==> config.mk <==
export PLATFORM = sky130hd
export DESIGN_NAME = hs_sync_rx
export DESIGN_NICKNAME = d
export VERILOG_FILES = /design/src/rtl/cdc_pkg.sv /design/src/rtl/cdc_sync_bit.sv /design/src/rtl/gnrl_dffr.sv /design/src/rtl/hs_sync_rx.sv
export SDC_FILE = /design/constraint.sdc
export NUM_CORES = 1
export LEC_CHECK = 0
export ABC_CLOCK_PERIOD_IN_PS = 2100
export CELL_PAD_IN_SITES_DETAIL_PLACEMENT = 1
export CELL_PAD_IN_SITES_GLOBAL_PLACEMENT = 1
export CORE_MARGIN = 5
export CORE_UTILIZATION = 30
export CTS_CLUSTER_DIAMETER = 80
export DETAILED_ROUTE_END_ITERATION = 10
export PLACE_DENSITY = 0.71
export SYNTH_ARGS = -nofsm -noshare
export SYNTH_HDL_FRONTEND = slang
export SYNTH_SLANG_ARGS = --single-unit
==> constraint.sdc <==
create_clock -name clk_dst -period 2.1 [get_ports clk_dst]
set_input_delay 0.315 -clock clk_dst [delete_from_list [all_inputs] [get_ports clk_dst]]
set_output_delay 0.315 -clock clk_dst [all_outputs]
set_load 0.02 [all_outputs]
==> src/rtl/cdc_pkg.sv <==
// -----------------------------------------------------------------------------
// cdc_pkg
// Shared definitions for the req/ack clock-domain-crossing endpoints.
//   hs_state_e      : 2-bit state encoding of the receive-side handshake FSM
//   SYNC_STAGES_MIN : smallest legal request synchronizer depth
//   SYNC_STAGES_MAX : largest legal request synchronizer depth
// -----------------------------------------------------------------------------
package cdc_pkg;

  localparam int SYNC_STAGES_MIN = 2;
  localparam int SYNC_STAGES_MAX = 4;

  typedef enum logic [1:0] {
    HS_IDLE     = 2'd0,  // waiting for a synchronized request
    HS_VALID    = 2'd1,  // word captured, offered downstream
    HS_WAIT_LOW = 2'd2   // ack high, waiting for the request to drop
  } hs_state_e;

endpackage

==> src/rtl/cdc_sync_bit.sv <==
// -----------------------------------------------------------------------------
// cdc_sync_bit
// Single-bit multi-flop synchronizer, every stage resets to 0.
//   clk   in  : destination clock
//   rst_n in  : asynchronous reset, active low
//   d     in  : asynchronous input level
//   q     out : d delayed by STAGES destination clock edges
// -----------------------------------------------------------------------------
module cdc_sync_bit #(
  parameter int STAGES = 2
) (
  input  logic clk,
  input  logic rst_n,
  input  logic d,
  output logic q
);

  // chain[0] is the raw input, chain[STAGES] the fully settled output.
  logic [STAGES:0] chain;

  assign chain[0] = d;

  for (genvar g = 0; g < STAGES; g++) begin : g_stage
    gnrl_dffr #(.DW(1)) u_ff (
      .clk   (clk),
      .rst_n (rst_n),
      .d     (chain[g]),
      .q     (chain[g+1])
    );
  end

  assign q = chain[STAGES];

endmodule

==> src/rtl/gnrl_dffr.sv <==
// -----------------------------------------------------------------------------
// gnrl_dffr
// Generic DW-bit D flop with asynchronous active-low reset to zero.
//   clk   in  : clock
//   rst_n in  : asynchronous reset, active low
//   d     in  : next value
//   q     out : registered value, 0 while in reset
// -----------------------------------------------------------------------------
module gnrl_dffr #(
  parameter int DW = 1
) (
  input  logic          clk,
  input  logic          rst_n,
  input  logic [DW-1:0] d,
  output logic [DW-1:0] q
);

  // NOTE: sequential state is always written with non-blocking assignments so
  // every flop samples the pre-edge value of its neighbours.
  always_ff @(posedge clk or negedge rst_n) begin
    if (!rst_n) q <= '0;
    else        q <= d;
  end

endmodule

==> src/rtl/hs_sync_rx.sv <==
// -----------------------------------------------------------------------------
// hs_sync_rx
// Destination endpoint of a four-phase req/ack handshake. Synchronizes the
// request level, captures the source-held word, offers it downstream on a
// valid/ready interface and returns a level acknowledge.
//   clk_dst    in  : destination clock
//   rst_n_dst  in  : asynchronous reset, active low
//   req_async  in  : source request level (asynchronous)
//   data_async in  : source data, held stable while req is high and ack low
//   ack        out : acknowledge level back to the source (flop output)
//   dout       out : captured word
//   dout_valid out : dout holds an unconsumed word
//   dout_ready in  : downstream accepts dout when high together with dout_valid
//   busy       out : handshake in progress (FSM not idle)
//   proto_err  out : one-cycle pulse when the request drops before ack
//   xfer_cnt   out : completed transfers, wraps modulo 2^CW
// -----------------------------------------------------------------------------
module hs_sync_rx #(
  parameter int DW          = 8,
  parameter int SYNC_STAGES = 2,
  parameter int CW          = 16
) (
  input  logic          clk_dst,
  input  logic          rst_n_dst,
  input  logic          req_async,
  input  logic [DW-1:0] data_async,
  output logic          ack,
  output logic [DW-1:0] dout,
  output logic          dout_valid,
  input  logic          dout_ready,
  output logic          busy,
  output logic          proto_err,
  output logic [CW-1:0] xfer_cnt
);

  import cdc_pkg::*;

  if (SYNC_STAGES < SYNC_STAGES_MIN || SYNC_STAGES > SYNC_STAGES_MAX) begin : g_bad_stages
    $error("hs_sync_rx: SYNC_STAGES out of range");
  end

  hs_state_e state;
  logic      req_sync;
  logic      err_seen;  // a violation was already flagged for the current word

  cdc_sync_bit #(.STAGES(SYNC_STAGES)) u_req_sync (
    .clk   (clk_dst),
    .rst_n (rst_n_dst),
    .d     (req_async),
    .q     (req_sync)
  );

  // data_async is deliberately not synchronized bit by bit: the source holds it
  // stable from req rise until ack rise, so by the time req_sync is seen high
  // every data bit has long settled and a single wide capture is safe.
  always_ff @(posedge clk_dst or negedge rst_n_dst) begin
    if (!rst_n_dst) begin
      state      <= HS_IDLE;
      // NOTE: dout is a plain capture register, not a memory, so it is reset
      // like every other output to keep its post-reset value defined.
      dout       <= '0;
      dout_valid <= 1'b0;
      ack        <= 1'b0;
      proto_err  <= 1'b0;
      err_seen   <= 1'b0;
      xfer_cnt   <= '0;
    end else begin
      proto_err <= 1'b0;
      case (state)
        HS_IDLE: begin
          if (req_sync) begin
            dout       <= data_async;
            dout_valid <= 1'b1;
            err_seen   <= 1'b0;
            state      <= HS_VALID;
          end
        end
        HS_VALID: begin
          // Request dropped before ack: flag once, still deliver the word.
          if (!req_sync && !err_seen) begin
            proto_err <= 1'b1;
            err_seen  <= 1'b1;
          end
          if (dout_ready) begin
            dout_valid <= 1'b0;
            ack        <= 1'b1;
            state      <= HS_WAIT_LOW;
          end
        end
        HS_WAIT_LOW: begin
          if (!req_sync) begin
            ack      <= 1'b0;
            xfer_cnt <= xfer_cnt + CW'(1);
            state    <= HS_IDLE;
          end
        end
        default: state <= HS_IDLE;
      endcase
    end
  end

  assign busy = (state != HS_IDLE);

endmodule

; Yosys cells after proc, flatten, opt, wreduce, memory -nomap -nowiden
; Cells that the tools add are included.
[word_totals]
mem_bits_ro = 0
register_bits = 32
mem_bits_rw = 0
latch_bits = 0
out_inout_bits = 28
mem_count = 0
inputBits = 12
wordCells = 45
[op_classes]
n_lt_le_gt_ge = 0
bitwise = 1
n_mux = 15
n_eq_ne = 6
n_mul = 0
addsub = 1
n_shift = 0
n_reduce_logical = 13
div = 0
[ops]
columns = cell, n
row1 = adder 16 x 1 -> 16 bit (second input constant), 1
row2 = AND reduction 3 bit, 4
row3 = two-way mux 1 bit, 8
row4 = two-way mux 2 bit, 3
row5 = != test 2 bit (second input constant), 3
row6 = case mux 1 bit (2 select lines), 3
row7 = case mux 2 bit (3 select lines), 1
row8 = nonzero test 2 bit, 3
row9 = AND reduction 2 bit, 2
row10 = == test 2 x 1 -> 1 bit (second input constant), 1
row11 = == test 2 bit (second input constant), 1
row12 = zero test 1 bit, 2
row13 = zero test 2 bit, 1
row14 = != test 2 x 1 -> 1 bit (second input constant), 1
row15 = logical AND 1 bit, 1
row16 = inverter 1 bit, 1

; Longest topological paths before layout
; Gate-level depths: netlist (run 1).
[logic_depth]
word_depth = 4
ltp_mapped = 6
depth_no_buf = 5

; By module
; From an unflattened synthesis (run 1), not the netlist that was laid out.
[hier_totals]
cells_unflattened = 101
area_unflattened_um2 = 1346.3
[modules_own_cells]
columns = mod, seq_area_each_um2, area_each_um2, cells_each, instances
row1 = hs_sync_rx, 750.7, 1296.2, 99, 1
row2 = gnrl_dffr, 25.0, 25.0, 1, 2

; Worst setup path after synthesis (run 1)
; No wires, ideal clock.
[synth_timing]
path_type = reg-to-reg
from = register state[0]
to = register xfer_cnt[15]
synth_period_minus_slack_ps = 1795
stages_incl_launch_ff = 7
setup_time_ps = 79
arrival_ps = 1716
n_path_buf = 2
t_required_ps = 2021
path_slack_ps = 305
cell_sequence = dfrtp_1 -> or2_1 -> buf_6 -> or4_4 -> buf_6 -> nor4_4 -> xor2_1
[synth_between]
elab_chain_cells = 2
[synth_lines]
columns = element, line
row1 = from (decl), hs_sync_rx.sv:42  ; hs_state_e state;
row2 = from (signal assigned), hs_sync_rx.sv:58  ; state <= HS_IDLE;
row3 = from (signal assigned), hs_sync_rx.sv:75  ; state <= HS_VALID;
row4 = from (signal assigned), hs_sync_rx.sv:87  ; state <= HS_WAIT_LOW;
row5 = == test 2 bit, hs_sync_rx.sv:69  ; case (state)
row6 = AND reduction 2 bit (no source line), --
row7 = to (signal assigned), hs_sync_rx.sv:93  ; xfer_cnt <= xfer_cnt + CW'(1);
row8 = to (decl), hs_sync_rx.sv:33  ; output logic [CW-1:0] xfer_cnt
; Every way passes these cells.
; A chain may end at the register's enable or synchronous reset.

; Final worst setup path (run 1)
[layout_timing]
from = register state[1]
to = output busy
[layout_between]
elab_chain_cells = 1
[layout_lines]
columns = element, line
row1 = nonzero test 2 bit, hs_sync_rx.sv:102  ; assign busy = (state != HS_IDLE);
row2 = to (decl), hs_sync_rx.sv:31  ; output logic busy,
; Every way passes these cells.

==> metrics.md, run 1 <==
| Metric | Value |
|---|---|
| Status | completed |
| Area share of the largest cell type after synthesis | 59.04% |
| Share of power burned in registers | 41.9% |
| All-layer global routing usage | 11.12% |
| Power per Cell Area | 1200 mW/mm^2 |
| Hold-fix buffer count after cts | 0 |
| Crit share post-route | 92.63% |
| Largest net degree at the start of global routing | 33 |
| Grt ovf | 0 |
| Reg2reg path depth | 4 |
| HP Class | flip-flop to flip-flop |
| Drt initial violations | 93 |
| Starting Density | 30.94% |
| Die X | 77.24 um |
| Worst Path Max Fanout | 10 |
| Setup ws final | 154.8 ps |
| Total Neg Setup Slack | 0 ps |
| Row cnt | 24 |
| Worst-margin pin slew | 504.1 ps |
| Final setup fails | 0 |
| Final hold vios | 0 |
| Top cells by area, synth | dfrtp_1 59%, mux2_2 7.5%, xnor2_1 5.2%, xor2_1 4.5%, nand2_1 2.5% |
| Register area share after synthesis | 59.04% |
| Syn nets | 119 |
| Hold slack | 347.7 ps |
| Crit path DAT | 1630 ps |
| Sw Share | 33.82% |
| Layout cell share with drive strength beyond 1 | 17.76% |
| Max_cap viols | 0 |
| CTS sink cnt | 32 |
| Die height | 77.24 um |
| Cts bufs inserted | 5 |
| Clock power share | 21.0% |
| Clock skew | 8.530 ps |
| Filler cells | 467 |
| Register area | 800.8 um^2 |
| Die area | 0.005966 mm^2 |
| I/O Buffers | 39 |
| Vias per inst | 4.588 |
| Post-Place Worst Slack | 308.8 ps |
| PostCTS Resize Cnt | 0 |
| Post-route ant nets | 0 |
| Non-filler instance count after layout | 204 |
| Area of the multi-input gates | 506.7 um^2 |
| Initial antenna violation count | 0 |
| N_diodes | 0 |
| Post-layout nets | 164 |
| P_leak | 0.0008117 uW |
| Yosys reg bits | 32 |
| Post-layout min period | 1945 ps |
| Vias in the first global route | 1,072 |
| RSZ-0062 raised after global routing | false |
| Worst EP required | 1780 ps |
| Post CTS Setup Buffer Count | 0 |
| Fmax | 0.5141 GHz |
| Element type at the critical path end | output port |
| Synth Warn # | 0 |
| Synth unique cells | 29 |
| Crit Path Category | flip-flop to output port |
| Worst-path clk slew | 70 ps |
| Hold Path Depth | 0 |
| Vias | 936 |
| Commonest non-fill, non-tap cell in the layout | clkdlybuf4s50_1 |
| Avg WL per Cell | 15.06 um |
| Max Slew Vio Count | 0 |
| Comb power frac | 37.2% |
| Clock latency on the worst-skew pair | 280 ps |
| Sw Pwr | 765.0 uW |
| Maximum buffer depth of the clock tree | 2 |
| Inst Count DP | 196 |
| H-tree depth | 2 |
| Startpoint Class | flip-flop |
| Highest cell delay on the worst timing path | 540 ps |
| Wirelength, routed | 3072 um |
| Critical Path Slowest Stage Cell | clkdlybuf4s50_1 |
| Num ports | 40 |
| Core ar. | 0.004384 mm^2 |
| Slew HR | 66.08% |
| GPL Wtd Cong | 0.7349 |
| DRC Markers | 0 |
| Synth Instances | 106 |
| Clock root buffer | clkbuf_8 |
| First-pass GRT wire length | 5437 um |
| Peak VDD IR | 570.8 uV |
| Netlist Area Pre-Place | 0.001356 mm^2 |
| Most frequent cells in the layout | 39 x clkdlybuf4s50_1, 32 x dfrtp_1, 9 x nand2_1, 9 x mux2_2, 8 x xnor2_1 |
| Crit-path cells | or2_2 > clkdlybuf4s50_1 |
| Hpwl dp | 2434 um |
| Syn avg cell area | 12.80 um^2 |
| Int Pwr | 1497 uW |
| TritonCTS clock tree | yes |
| Yosys top cell by area | dfrtp_1 |
| First-pass DRT Iterations | 3 |
| Area delta synth->final | 39.02% |
metal layers:
metal / track usage, % / part of all wire [%] / wire length (um) / up-vias
met5: 0 / 0 / 0 / -
met1: 13.62 / 45 / 1371 / 472
met2: 18.52 / 51 / 1577 / 13
met4: 3.436 / 0.62 / 19 / 0
met3: 3.513 / 3.4 / 103 / 2
li1: - / - / - / 449
kinds of logic (layout without fill, tap and decap cells):
family / Yosys count / after routing / share of synthesized area, %
and+or+nand+nor: 35 / 35 / 16.24
DFF: 32 / 32 / 59.04
xor gates and xnor gates: 15 / 15 / 9.687
muxes: 9 / 9 / 7.473
AOI/OAI and AO/OA: 7 / 7 / 3.044
buffers and inverters: 7 / 53 / 3.597
adders and majority gates: 1 / 1 / 0.9224
registers in the layout, indices dropped and copies added, names as in the netlist:
signal and count:
dout_valid 1, proto_err 1, dout 8, xfer_cnt 16, u_req_sync.g_stage.u_ff.q 2, err_seen 1, ack 1, state 2
through the flow:
step	util [%]	instance area (um^2)	power, uW
finish	43.01	1886	2262
global route	43.01	1886	2394
CTS	43.01	1886	2298
detailed placement	40.90	1793	1815
global placement	40.90	1793	1786
floorplan	-	1356	1398
final cells by class:
type,count,share of cell area [%]
Tap cell,52,3.451
Multi-Input combinational cell,67,26.87
Inverter,4,0.7963
Sequential cell,32,42.47
Timing Repair Buffer,41,21.50
Clock buffer,6,4.380
Clock inverter,2,0.5309
final timing paths:
path                       slack [ps]                          from                      endpoint
min in group asynchronous         430                     rst_n_dst                       dout[4]
min reg2reg                       350  u_req_sync.g_stage[0].u_ff.q  u_req_sync.g_stage[1].u_ff.q
min                               350  u_req_sync.g_stage[0].u_ff.q  u_req_sync.g_stage[1].u_ff.q
max in group asynchronous        1370                     rst_n_dst                  xfer_cnt[15]
max                               150                      state[1]                          busy
max reg2reg                       280                      state[0]                  xfer_cnt[13]
power groups by stage:
stage,logic [uW],clock network (uW),registers [uW]
3_5_place_dp,854,0,961
3_3_place_gp,838,0,948
4_1_cts,858,489,951
6_report,841,474,947
5_1_grt,895,521,978
2_1_floorplan,308,0,1090
Yosys cell counts:
library cell	number
a21oi_1	2
and3_1	1
and3_2	1
and4_1	1
buf_6	3
dfrtp_1	32
ha_1	1
inv_1	4
mux2_2	9
nand2_1	9
nand3_1	3
nand3b_1	1
nand4_1	4
nor2_1	4
nor3_1	1
nor3_2	1
nor3b_2	1
nor4_1	1
nor4_4	1
nor4b_1	1
o21ai_0	3
o21bai_1	1
o2bb2ai_1	1
or2_1	1
or2_2	2
or3_2	1
or4_4	1
xnor2_1	8
xor2_1	7
worst max-delay path: cells and delay by family, from the launching register on:
family | cells | cell delay (ps)
and+or+nand+nor | 1 | 340
buffers and inverters | 1 | 540
DFF | 1 | 490
No activity file was read; power rests on OpenSTA's default activity.
==> inputs of run 2 (changes only) <==
--- a/config.mk
+++ b/config.mk
@@ -5,14 +5,14 @@
 export SDC_FILE = /design/constraint.sdc
 export NUM_CORES = 1
 export LEC_CHECK = 0
+export ABC_AREA = 1
 export ABC_CLOCK_PERIOD_IN_PS = 2100
 export CELL_PAD_IN_SITES_DETAIL_PLACEMENT = 1
 export CELL_PAD_IN_SITES_GLOBAL_PLACEMENT = 1
-export CORE_MARGIN = 5
 export CORE_UTILIZATION = 30
 export CTS_CLUSTER_DIAMETER = 80
 export DETAILED_ROUTE_END_ITERATION = 10
-export PLACE_DENSITY = 0.71
+export PLACE_DENSITY = 0.74
 export SYNTH_ARGS = -nofsm -noshare
 export SYNTH_HDL_FRONTEND = slang
 export SYNTH_SLANG_ARGS = --single-unit
==> metrics.md, run 2 <==
| Metric | Value |
|---|---|
| N_diodes | 0 |
| Register area share after synthesis | 55.80% |
| Power per Cell Area | 1156 mW/mm^2 |
| I/O Buffers | 39 |
| Vias | 1,223 |
| CTS sink cnt | 32 |
| Post-synth EDFFs | 0 |
| Synth unique cells | 16 |
| Post-Place Worst Slack | 607.7 ps |
| Final setup fails | 0 |
| Crit path DAT | 1480 ps |
| GPL Wtd Cong | 0.7641 |
| Area share of the largest cell type after synthesis | 55.80% |
| All-layer global routing usage | 14.80% |
| Initial antenna violation count | 0 |
| Hold-fix buffer count after cts | 0 |
| Layout cell share with drive strength beyond 1 | 8.333% |
| Total Neg Setup Slack | 0 ps |
| Cts bufs inserted | 5 |
| Post CTS Setup Buffer Count | 0 |
| Max Slew Vio Count | 0 |
| Yosys top cell by area | dfrtp_1 |
| Clock power share | 27.7% |
| Crit share post-route | 85.39% |
| Status | completed |
| Maximum buffer depth of the clock tree | 2 |
| Worst EP required | 1780 ps |
| Element type at the critical path end | output port |
| HP Class | flip-flop to flip-flop |
| Tot Pwr | 2341 uW |
| TritonCTS clock tree | yes |
| First-pass GRT wire length | 5720 um |
| Post-layout nets | 228 |
| Drt initial violations | 26 |
| Top cells by count, synth | 62 x nand2_1, 32 x dfrtp_1, 20 x inv_1 |
| H-tree depth | 2 |
| Share of power burned in registers | 37.9% |
| Clock latency on the worst-skew pair | 280 ps |
| Peak VDD IR | 594.4 uV |
| Row cnt | 24 |
| Vias per inst | 4.563 |
| Slew HR | 72.03% |
| Largest register FFs | 16 |
| Int Pwr | 1546 uW |
| Commonest non-fill, non-tap cell in the layout | nand2_1 |
| RSZ-0062 raised after global routing | false |
| Clock skew | 7.907 ps |
| Worst-margin pin slew | 419.6 ps |
| Largest net degree at the start of global routing | 33 |
| Vias in the first global route | 1,229 |
| Core ar. | 0.004474 mm^2 |
| Hold slack | 355.9 ps |
| P_leak | 0.0009845 uW |
| Async SR Flop Fraction | 100.0% |
| Setup ws final | 306.7 ps |
| Starting Density | 32.07% |
| Most frequent cells in the layout | 62 x nand2_1, 39 x clkdlybuf4s50_1, 32 x dfrtp_1 |
| Startpoint Class | flip-flop |
| Num ports | 40 |
| Most used flip-flop cell after synthesis | dfrtp_1 |
| Die X | 71.17 um |
| Die height | 71.17 um |
| Grt ovf | 0 |
| Biggest regs | xfer_cnt: 16 flops, dout: 8 flops |
| Area delta synth->final | 41.06% |
| Synth Instances | 168 |
| Syn avg cell area | 8.542 um^2 |
| Sw Share | 33.96% |
| DRC Markers | 0 |
| Worst-path clk slew | 70 ps |
| Worst Path Max Fanout | 4 |
| Max_cap viols | 0 |
| Avg WL per Cell | 12.27 um |
| Synth Warn # | 0 |
| First-pass DRT Iterations | 6 |
| Yosys reg bits | 32 |
| Comb power frac | 34.4% |
| Wirelength, routed | 3288 um |
| Sw Pwr | 795.1 uW |
| Hpwl dp | 2472 um |
| Syn nets | 181 |
| Crit Path Category | flip-flop to output port |
| Biggest register | xfer_cnt |
| Die area | 0.005064 mm^2 |
| Top cells by area, synth | dfrtp_1 56%, nand2_1 16%, inv_1 5.2%, nor2_1 4.4%, xnor2_1 3.1% |
| Post-layout min period | 1793 ps |
| Fmax | 0.5576 GHz |
| Clock root buffer | clkbuf_8 |
| Final hold vios | 0 |
| Netlist Area Pre-Place | 0.001435 mm^2 |
| PostCTS Resize Cnt | 0 |
| Post-route ant nets | 0 |
| Most frequent cell after synthesis | nand2_1 |
==> run 2: cell count changes after synthesis, sizes merged, moves of 3 or more <==
cell	change
nand2	+53
inv	+19
nor2	+18
mux2	-9
nand3	+5
buf	-3
or2	-3
xnor2	-3
==> run 2: power groups by stage <==
stage | Clock [uW] | Sequential [uW] | Combinational (uW)
floorplan | 0 | 1040 | 276
global placement | 0 | 889 | 808
detailed placement | 0 | 897 | 821
CTS | 670 | 889 | 827
global route | 696 | 908 | 888
finish | 649 | 887 | 805
==> run 2: cell families after synthesis <==
logic type / synth area share [%]
buffers and inverters: 6.015
XOR/XNOR: 6.103
AND/OR/NAND/NOR: 30.08
AO/OA/AOI/OAI: 1.134
flip-flops: 55.80
adder cells (fa/ha/maj): 0.8717
==> run 2: stage by stage <==
step | utilization [%] | area (um^2) | cells
3_5_place_dp | 42.42 | 1898 | 260
6_report | 45.25 | 2024 | 268
5_1_grt | 45.25 | 2024 | 268
2_1_floorplan | - | 1435 | 168
3_3_place_gp | 42.42 | 1898 | 260
4_1_cts | 45.25 | 2024 | 268
==> run 2: metal layers <==
layer	vias to the layer above	global-route usage (%)	wire [um]
li1	603	-	-
met1	579	17.71	1456
met2	35	24.13	1537
met3	6	6.268	244
met4	0	4.667	50
met5	-	0	0
==> run 2: layout make-up <==
| class | instances | area (um^2) |
|---|---|---|
| repair buffers | 40 | 397.9 |
| flip-flops and latches | 32 | 800.8 |
| inverters | 23 | 86.33 |
| fillers | 528 | 2450 |
| clock inverters | 1 | 30.03 |
| clock buffers | 7 | 96.34 |
| multi-input cells | 113 | 548.0 |
| well taps | 52 | 65.06 |
==> run 2: path summary, 6_finish.rpt <==
check                                              from  depth (start not counted)  slack (ps)                      endpoint
setup / recovery                               state[1]                          3         310                          busy
hold reg to reg            u_req_sync.g_stage[0].u_ff.q                          0         360  u_req_sync.g_stage[1].u_ff.q
hold / removal             u_req_sync.g_stage[0].u_ff.q                          0         360  u_req_sync.g_stage[1].u_ff.q
setup reg to reg                            xfer_cnt[0]                          5         720                  xfer_cnt[10]
min in group asynchronous                     rst_n_dst                          2         430                   xfer_cnt[3]
max in group asynchronous                     rst_n_dst                          2        1360                       dout[3]
==> run 2: critical path: stages (launching register included) <==
cell and delay [ps]:
dfrtp_1 430, nor2_1 80, inv_2 80, clkdlybuf4s50_1 610
